--- src/rtl/vga_sync_pulses.sv ---
// VGA timing counters with active-region flags and line/frame start pulses.
// Each flag is decoded from the next count, so it lines up with the counter it describes.
module vga_sync_pulses #(
    parameter int H_ACTIVE = 640,
    parameter int H_TOTAL  = 800,
    parameter int V_ACTIVE = 480,
    parameter int V_TOTAL  = 525
) (
    input  logic       CLK,
    input  logic       i_RST_N,
    input  logic       i_Enable,
    output logic       o_HSync,
    output logic       o_VSync,
    output logic [9:0] o_Col_Count,
    output logic [9:0] o_Row_Count,
    output logic       o_Line_Start,
    output logic       o_Frame_Start
);

    localparam logic [9:0] H_LAST = 10'(H_TOTAL - 1);
    localparam logic [9:0] V_LAST = 10'(V_TOTAL - 1);
    localparam logic [9:0] H_ACT  = 10'(H_ACTIVE);
    localparam logic [9:0] V_ACT  = 10'(V_ACTIVE);

    logic [9:0] col_next;
    logic [9:0] row_next;

    // The row advances only when the column wraps.
    always_comb begin
        col_next = o_Col_Count + 10'd1;
        row_next = o_Row_Count;
        if (o_Col_Count == H_LAST) begin
            col_next = '0;
            if (o_Row_Count == V_LAST) begin
                row_next = '0;
            end else begin
                row_next = o_Row_Count + 10'd1;
            end
        end
    end

    // Reset parks the counters on the last pixel so the first enabled edge lands on (0,0).
    always_ff @(posedge CLK or negedge i_RST_N) begin
        if (!i_RST_N) begin
            o_Col_Count   <= H_LAST;
            o_Row_Count   <= V_LAST;
            o_HSync       <= 1'b0;
            o_VSync       <= 1'b0;
            o_Line_Start  <= 1'b0;
            o_Frame_Start <= 1'b0;
        end else if (i_Enable) begin
            o_Col_Count   <= col_next;
            o_Row_Count   <= row_next;
            o_HSync       <= (col_next < H_ACT);
            o_VSync       <= (row_next < V_ACT);
            o_Line_Start  <= (col_next == 10'd0);
            o_Frame_Start <= (col_next == 10'd0) && (row_next == 10'd0);
        end
    end

endmodule

--- config.mk ---
export PLATFORM = sky130hd
export DESIGN_NAME = vga_sync_pulses
export DESIGN_NICKNAME = d
export VERILOG_FILES = /design/src/rtl/vga_sync_pulses.sv
export SDC_FILE = /design/constraint.sdc
export NUM_CORES = 1
export LEC_CHECK = 0
export BUFFER_PORTS_ARGS = -buffer_cell sky130_fd_sc_hd__buf_2
export CAP_MARGIN = 20
export CORE_MARGIN = 8
export CORE_UTILIZATION = 50
export CTS_CLUSTER_SIZE = 8
export DETAILED_ROUTE_END_ITERATION = 6
export PLACE_DENSITY = 0.75
export SLEW_MARGIN = 20
export SYNTH_ARGS = -nofsm -noshare
export SYNTH_HDL_FRONTEND = slang
export SYNTH_SLANG_ARGS = --single-unit
--- constraint.sdc ---
create_clock -name CLK -period 2.25 [get_ports CLK]
set_input_delay 0.5625 -clock CLK [delete_from_list [all_inputs] [get_ports CLK]]
set_output_delay 0.5625 -clock CLK [all_outputs]
set_load 0.02 [all_outputs]
Yosys cells after proc, flatten, opt, wreduce, memory -nomap -nowiden
Cells that the tools add are included.
- flip-flop bits (word level): 24
- output and inout bits: 24
- logic and storage cells: 18
- input port bits: 3
- add/subtract/negate cells: 2
- $lt $le $gt $ge: 2
- reductions and logical operators: 3
- eq/ne operators: 2
- muxes and demuxes: 3
- operator list (kind ; number):
    10-bit 2-to-1 mux ; 3
    10-bit by 1-bit adder with 10-bit output, second input constant ; 2
    10-bit equality test, second input constant ; 2
    10-bit zero test ; 2
    10-bit less-than comparator, second input constant ; 1
    10-bit by 9-bit less-than comparator with 1-bit output, second input constant ; 1
    1-bit logical AND ; 1

Logic depth before layout (Yosys ltp)
Gate-level depths: netlist of run 1.
- depth after elaboration: 5
- gate-level depth with buffers: 8
- mapped depth without buffers: 7

Worst setup path after synthesis of run 1
Ideal clock, no wire load.
- path kind: reg2reg
- start point: register o_Col_Count[0]
- end point: register o_VSync
- data required time: 2112 ps
- slack: -182 ps
- clock period less this slack: 2432 ps
- setup time: 138 ps
- cell stages (with the launch flop): 9
- arrival: 2295 ps
- path buffers: 1
- path through: dfstp_2 > ha_1 > nand4_1 > or4_1 > buf_2 > nor3_4 > xnor2_1 > a2111oi_2 > o22ai_1
- longest elaborated chain between the ends: 3
- ends and longest elaborated chain (what ; RTL line ; RTL):
    start: declaration ; 14 ; output logic [9:0] o_Col_Count,
    start signal: assignment ; 52 ; o_Col_Count <= col_next;
    10-bit equality test ; 32 ; if (o_Col_Count == H_LAST) begin
    10-bit 2-to-1 mux ; 32 ;
    10-bit by 9-bit less-than comparator with 1-bit output ; 55 ; o_VSync <= (row_next < V_ACT);
    end signal: assignment ; 55 ;
    end: declaration ; 13 ; output logic o_VSync,
Every way passes these cells.
A chain may end at the register's enable or synchronous reset.

Final worst setup path of run 1
- start point: register o_Col_Count[1]
- end point: register o_VSync
Same word-level chain as after synthesis.

==> run metrics, run 1 <==
initial core utilization between 50% and 60%; most common flop cell mapped by yosys dfrtp_1; worst vdd ir 235.5 uV; Yosys top cell area share a little under a quarter; Root Buffer Master clkbuf_4; pre-CTS setup slack -41.31 ps; top cells by area, synth dfrtp_1, dfstp_2, o21ai_0, xnor2_1, nand2_1; vias 1526; CP Data Arrival Time ~2400 ps; largest net degree at the start of global routing 25; layout cells sized above 1 a little over a third; Post-route DRC 0; Max Fclk 449.6 MHz; first-pass GRT wire length approximately 6800 um; Detailed Routing Iterations Pass 1 4; CTS tree yes; Post-Syn Nets between 150 and 200; hpwl dp 3009 um; critical path launch point type flop; Hold Crit Class in2async; Crit. End Element flop; wire length per cell ~16 um; clock tree buffer depth 2; #FFs+latches synth 24; data required time of the worst path ~2500 ps; shortest period the worst path allows between 2000 and 2500 ps; Synth Instances between 150 and 200; RePlAce Congestion slightly above 0.9; final setup fails 0; ys async rst share 100.0%; core area roughly 3000 um2; actual slew at the worst max-slew pin ~540 ps; Total GRT Usage between 10% and 20%; htree depth 1; TNS Setup 0 ps; register area share after synthesis between 30% and 40%; Max-slew headroom 63.79%; Netlist Area Pre-Place ~1600 um2; Pwr per Cell Area slightly above 600 nW/um2; Syn Area/Cell 8.599 um2; Clock Sinks 24; Clock Skew ~7.5 ps; cts hold-fix bufs 0; CTS Buf Count 3; leakage 0.8318 nW; leading area contributor after synthesis dfrtp_1; First DRT Iteration DRCs 173; final hold slack a little under 200 ps; number of cell rows 20; status finished clean; Tcrit/Tclk final about 100%; Vias/cell a little over 6; Synth cell types 47; initial antenna violation count 0; grt ovf 0; die span in y 71.80 um; Max Cap Violations 0; post-layout util around two thirds; worst-path fanout max 5; Ant. Diodes 0; Post-synth EDFFs 0; PnR worst setup slack around 26 ps; number of global-route vias before repair about 1500; Setup CP Type reg2reg; Routed WL approximately 4000 um; Die X between 70 and 80 um; die area around 5200 um2; ANT nets after route 0; PortBufs 26; worst reg2reg path depth 7; IO Pins 27; NumNets Final 224; max-slew violations 0; Clock transition at path regs 140 ps; area delta synth->final 25.72%; latest clock arrival within the worst-skew pair between 300 and 400 ps; Hold Fails Final Rpt 0; RSZ-0062 raised after global routing true; total of warnings raised by yosys 0; Post-synth top cells nand2_1, nor2_1, o21ai_0
==> final timing paths <==
check                                           start                          to  slack (ps)
max                        o_Col_Count[1]$_DFFE_PN1P_         o_VSync$_DFFE_PN0P_          30
min                                           i_RST_N  o_Col_Count[6]$_DFFE_PN0P_         200
max reg2reg                o_Col_Count[1]$_DFFE_PN1P_         o_VSync$_DFFE_PN0P_          30
min reg2reg                o_Col_Count[4]$_DFFE_PN1P_  o_Col_Count[4]$_DFFE_PN1P_         540
max in group asynchronous                     i_RST_N  o_Row_Count[9]$_DFFE_PN1P_        1680
min in group CLK                             i_Enable  o_Col_Count[0]$_DFFE_PN1P_         460
==> worst max-delay path: stages (launching register included) <==
cell and delay [ps]:
dfstp_2 590, ha_4 140, nand4_1 150, or4_4 610, nor2_4 140, nand2_2 80
a2111oi_4 300, o22ai_1 100
==> cells by family (layout without fill, tap and decap cells) <==
kind of cell | after synthesis | in the layout | share of synthesized area, %
and+or+nand+nor | 75 | 75 | 25.97
AOI/OAI and AO/OA | 43 | 43 | 18.81
DFF | 24 | 24 | 39.39
buffers and inverters | 23 | 59 | 5.707
xor gates and xnor gates | 10 | 10 | 5.627
adders and majority gates | 3 | 3 | 2.412
muxes | 3 | 3 | 2.090
==> stage by stage <==
step                total power (W)  instances  area, um2
floorplan                 0.0008207        181       1575
global placement          0.0009570        245       1832
detailed placement        0.0009743        245       1832
CTS                        0.001202        249       1872
global route               0.001279        250       1957
finish                     0.001209        250       1957
==> state kept, by name, summed over array words and instances, names as in the netlist <==
register,count
o_Col_Count,10
o_HSync,1
o_VSync,1
o_Row_Count,10
o_Frame_Start,1
o_Line_Start,1
==> final cells by class <==
| class | count | area, um2 |
|---|---|---|
| multi-input cells | 134 | 944.7 |
| repair buffers | 47 | 291.5 |
| inverters | 8 | 30.03 |
| flip-flops and latches | 24 | 613.1 |
| well taps | 33 | 41.29 |
| fillers | 242 | 1046 |
| clock buffers | 4 | 36.28 |
==> timing repair <==
item | in CTS | in global routing
hold endpoints to repair | 0 | 0
gates resized for setup | 2 | 15
setup endpoints to repair | 2 | 7
setup buffers | 0 | 1
pin swaps | 1 | 7
==> power by group <==
group	total (W)	leakage, nW	switching (W)	internal (W)
Sequential	0.000572	0.291	0.0000583	0.000514
Clock	0.000237	0.0210	0.000138	0.0000991
Combinational	0.000400	0.520	0.000226	0.000174
Total	0.00121	0.832	0.000423	0.000786
==> layer usage <==
metal  part of all wire [%]  wire, um  up-vias  track usage [%]
li1                       -         -      731                -
met1                     41      1684      733            18.11
met3                    4.5       184       12            3.068
met2                     52      2098       50            28.44
met5                      0         0        -                0
met4                    2.5       101        0            8.163
==> cell usage in the layout, fill, tap and decap left out, types with 2 or more instances in the layout <==
master | synthesis | routed
xor2_1 | 2 | 2
dfstp_2 | 10 | 10
a31oi_1 | 3 | 3
buf_4 | 0 | 20
o31ai_1 | 8 | 6
nand2_1 | 17 | 16
clkbuf_4 | 0 | 3
nor2_4 | 0 | 2
o31ai_2 | 0 | 2
inv_1 | 8 | 8
nand2b_1 | 4 | 4
o21ai_0 | 15 | 14
nor3b_1 | 2 | 2
nand3_1 | 10 | 9
a21oi_1 | 4 | 4
nor3_1 | 3 | 3
xnor2_1 | 8 | 7
buf_2 | 1 | 26
dfrtp_1 | 14 | 14
nor4_2 | 1 | 2
nand3b_1 | 2 | 2
mux2_2 | 2 | 2
and4_1 | 3 | 3
nor2_1 | 17 | 15
nand4_1 | 6 | 6
ha_1 | 3 | 2
(Power assumes the default switching activity.)
==> inputs of run 2 (changes only) <==
--- a/config.mk
+++ b/config.mk
@@ -5,13 +5,13 @@
 export SDC_FILE = /design/constraint.sdc
 export NUM_CORES = 1
 export LEC_CHECK = 0
-export BUFFER_PORTS_ARGS = -buffer_cell sky130_fd_sc_hd__buf_2
 export CAP_MARGIN = 20
 export CORE_MARGIN = 8
-export CORE_UTILIZATION = 50
+export CORE_UTILIZATION = 56
 export CTS_CLUSTER_SIZE = 8
 export DETAILED_ROUTE_END_ITERATION = 6
-export PLACE_DENSITY = 0.75
+export DONT_BUFFER_PORTS = 1
+export PLACE_DENSITY = 0.74
 export SLEW_MARGIN = 20
 export SYNTH_ARGS = -nofsm -noshare
 export SYNTH_HDL_FRONTEND = slang
==> constraint.sdc (replaced) <==
create_clock -name CLK -period 2.25 [get_ports CLK]
set_input_delay 0.3375 -clock CLK [delete_from_list [all_inputs] [get_ports CLK]]
set_output_delay 0.3375 -clock CLK [all_outputs]
set_load 0.02 [all_outputs]
==> run 2 against run 1 <==
The run now ends with negative hold slack left. Worst setup slack gained 44 ps. Via count shrank 6.1%. Non-clock buffer count shrank 20. Sequential share of layout area grew 2.4 points. Utilization grew 1.9 points. Fmax grew 2.0%. Register-to-register slack gained 40 ps. Clock power shrank 15%. Critical path type unchanged. Highest routed layer unchanged.
==> run metrics, run 2 (same netlist as run 1, synthesis figures left out) <==
status finished with violations; failing checks negative hold slack; max-slew violations 0; Die X ~69 um; IO Pins 27; initial antenna violation count 0; initial core utilization a little under three fifths; first-pass GRT wire length between 6000 and 7000 um; Crit path largest cell delay between 500 and 600 ps; most used cell, CP nand4_1; final hold slack -26.10 ps; First DRT Iteration DRCs 95; crit path from o_Col_Count[1]$_DFFE_PN1P_; Tcrit/Tclk final a little over nine tenths; met2 usage a little under a third; die span in y between 60 and 70 um; Regs by FF count o_Col_Count (10), o_Row_Count (10); CTS Buf Count 3; worst reg2reg path depth 7; data required time of the worst path between 2000 and 2500 ps; Detailed Routing Iterations Pass 1 4; worst r2r src o_Col_Count[1]$_DFFE_PN1P_; Max Fclk between 400 and 500 MHz; Max-slew headroom between 60% and 70%; core area 2710 um2; area delta synth->final 16.80%; final setup fails 0; GR peak layer met2; TNS Setup 0 ps; last element of the critical path o_Frame_Start$_DFFE_PN0P_; PortBufs 0; CP Data Arrival Time between 2000 and 2500 ps; vias about 1400; worst r2r dst o_Frame_Start$_DFFE_PN0P_; Post-route DRC 0; layout cells sized above 1 27.92%; Routed WL 3993 um; Clock Sinks 24; hpwl dp 2948 um; Max Cap Violations 0; leakage around 0.72 nW; Vias/cell ~6.3; RSZ-0062 raised after global routing true; die area roughly 4700 um2; worst-path fanout max 6; Clock transition at path regs 140 ps; met1 global-route usage a little under 20%; Pwr per Cell Area about 630 nW/um2; CP delay by family, top simple AND/OR/NAND/NOR gates; Hold Crit Class in2async; NumNets Final ~200; setup slack, reg-to-reg approximately 70 ps; ANT nets after route 0; critical path depth 7; Hold Fails Final Rpt 14; Total GRT Usage approximately 17%; number of cell rows 19; Crit. End Element flop; RePlAce Congestion a little over 0.9; latest clock arrival within the worst-skew pair between 300 and 400 ps; met3 usage under 10%; Root Buffer Master clkbuf_4; critical path launch point type flop; CTS tree yes; most frequent cells in the layout buf_4, nand2_1, nor2_1, o21ai_0, dfrtp_1; Critical-path top delay cell dfstp_2; CP bufs+invs 0; crit path cell chain ha_4 > nand4_1 > or4_4 > nor2_2 > xnor2_1 > nand4_1 > o32ai_1; htree depth 1; worst vdd ir about 600 uV; shortest period the worst path allows about 2200 ps; Clock Skew 7.528 ps; Ant. Diodes 0; wire length per cell roughly 18 um; PnR worst setup slack 69.22 ps; number of global-route vias before repair approximately 1400; Setup CP Type reg2reg; clock tree buffer depth 2; pre-CTS setup slack -90.45 ps; commonest non-fill, non-tap cell in the layout buf_4; actual slew at the worst max-slew pin 534.2 ps; largest net degree at the start of global routing 25; grt ovf 0
run 2: routing by layer:
layer,vias up,part of all wire (%)
met5,-,0
met4,0,2.8
met3,15,7.4
met2,60,51
met1,671,39
li1,687,-
run 2: worst min path at each step:
stage | slack [ps] | depth (start not counted) | end | from
2_1_floorplan | 40 | 0 | o_Col_Count[5]$_DFFE_PN0P_ | i_RST_N
3_5_place_dp | 40 | 0 | o_Col_Count[6]$_DFFE_PN0P_ | i_RST_N
5_1_grt | 8 | 1 | o_Col_Count[6]$_DFFE_PN0P_ | i_RST_N
3_3_place_gp | 40 | 0 | o_VSync$_DFFE_PN0P_ | i_RST_N
6_report | -30 | 1 | o_Col_Count[6]$_DFFE_PN0P_ | i_RST_N
4_1_cts | 50 | 1 | o_Col_Count[9]$_DFFE_PN1P_ | i_Enable
run 2: final cells by class:
cell class | instances | area, um2
clock buffers | 4 | 26.28
fillers | 218 | 892.1
inverters | 8 | 30.03
multi-input cells | 134 | 909.6
flip-flops and latches | 24 | 613.1
well taps | 31 | 38.79
repair buffers | 27 | 200.2
run 2: metrics by stage:
stage                     instance area, um2   power, W  util, %  cells
after floorplan                         1575  0.0008207        -    181
after global placement                  1729  0.0009254    63.80    221
after detailed placement                1729  0.0009385    63.80    221
after CTS                               1774   0.001145    65.47    226
after global routing                    1818   0.001218    67.08    228
final                                   1818   0.001148    67.08    228
run 2: repair_timing:
action,4_1_cts,5_1_grt
hold buffers,1,0
hold endpoints to repair,24,0
pin swaps,0,1
setup buffers,0,2
gates resized for setup,2,9
setup endpoints to repair,3,7
run 2: report_power, final:
group	switching [W]	internal, W
Clock	0.000133	0.0000693
Sequential	0.0000403	0.000513
Combinational	0.000236	0.000157
Total	0.000409	0.000739
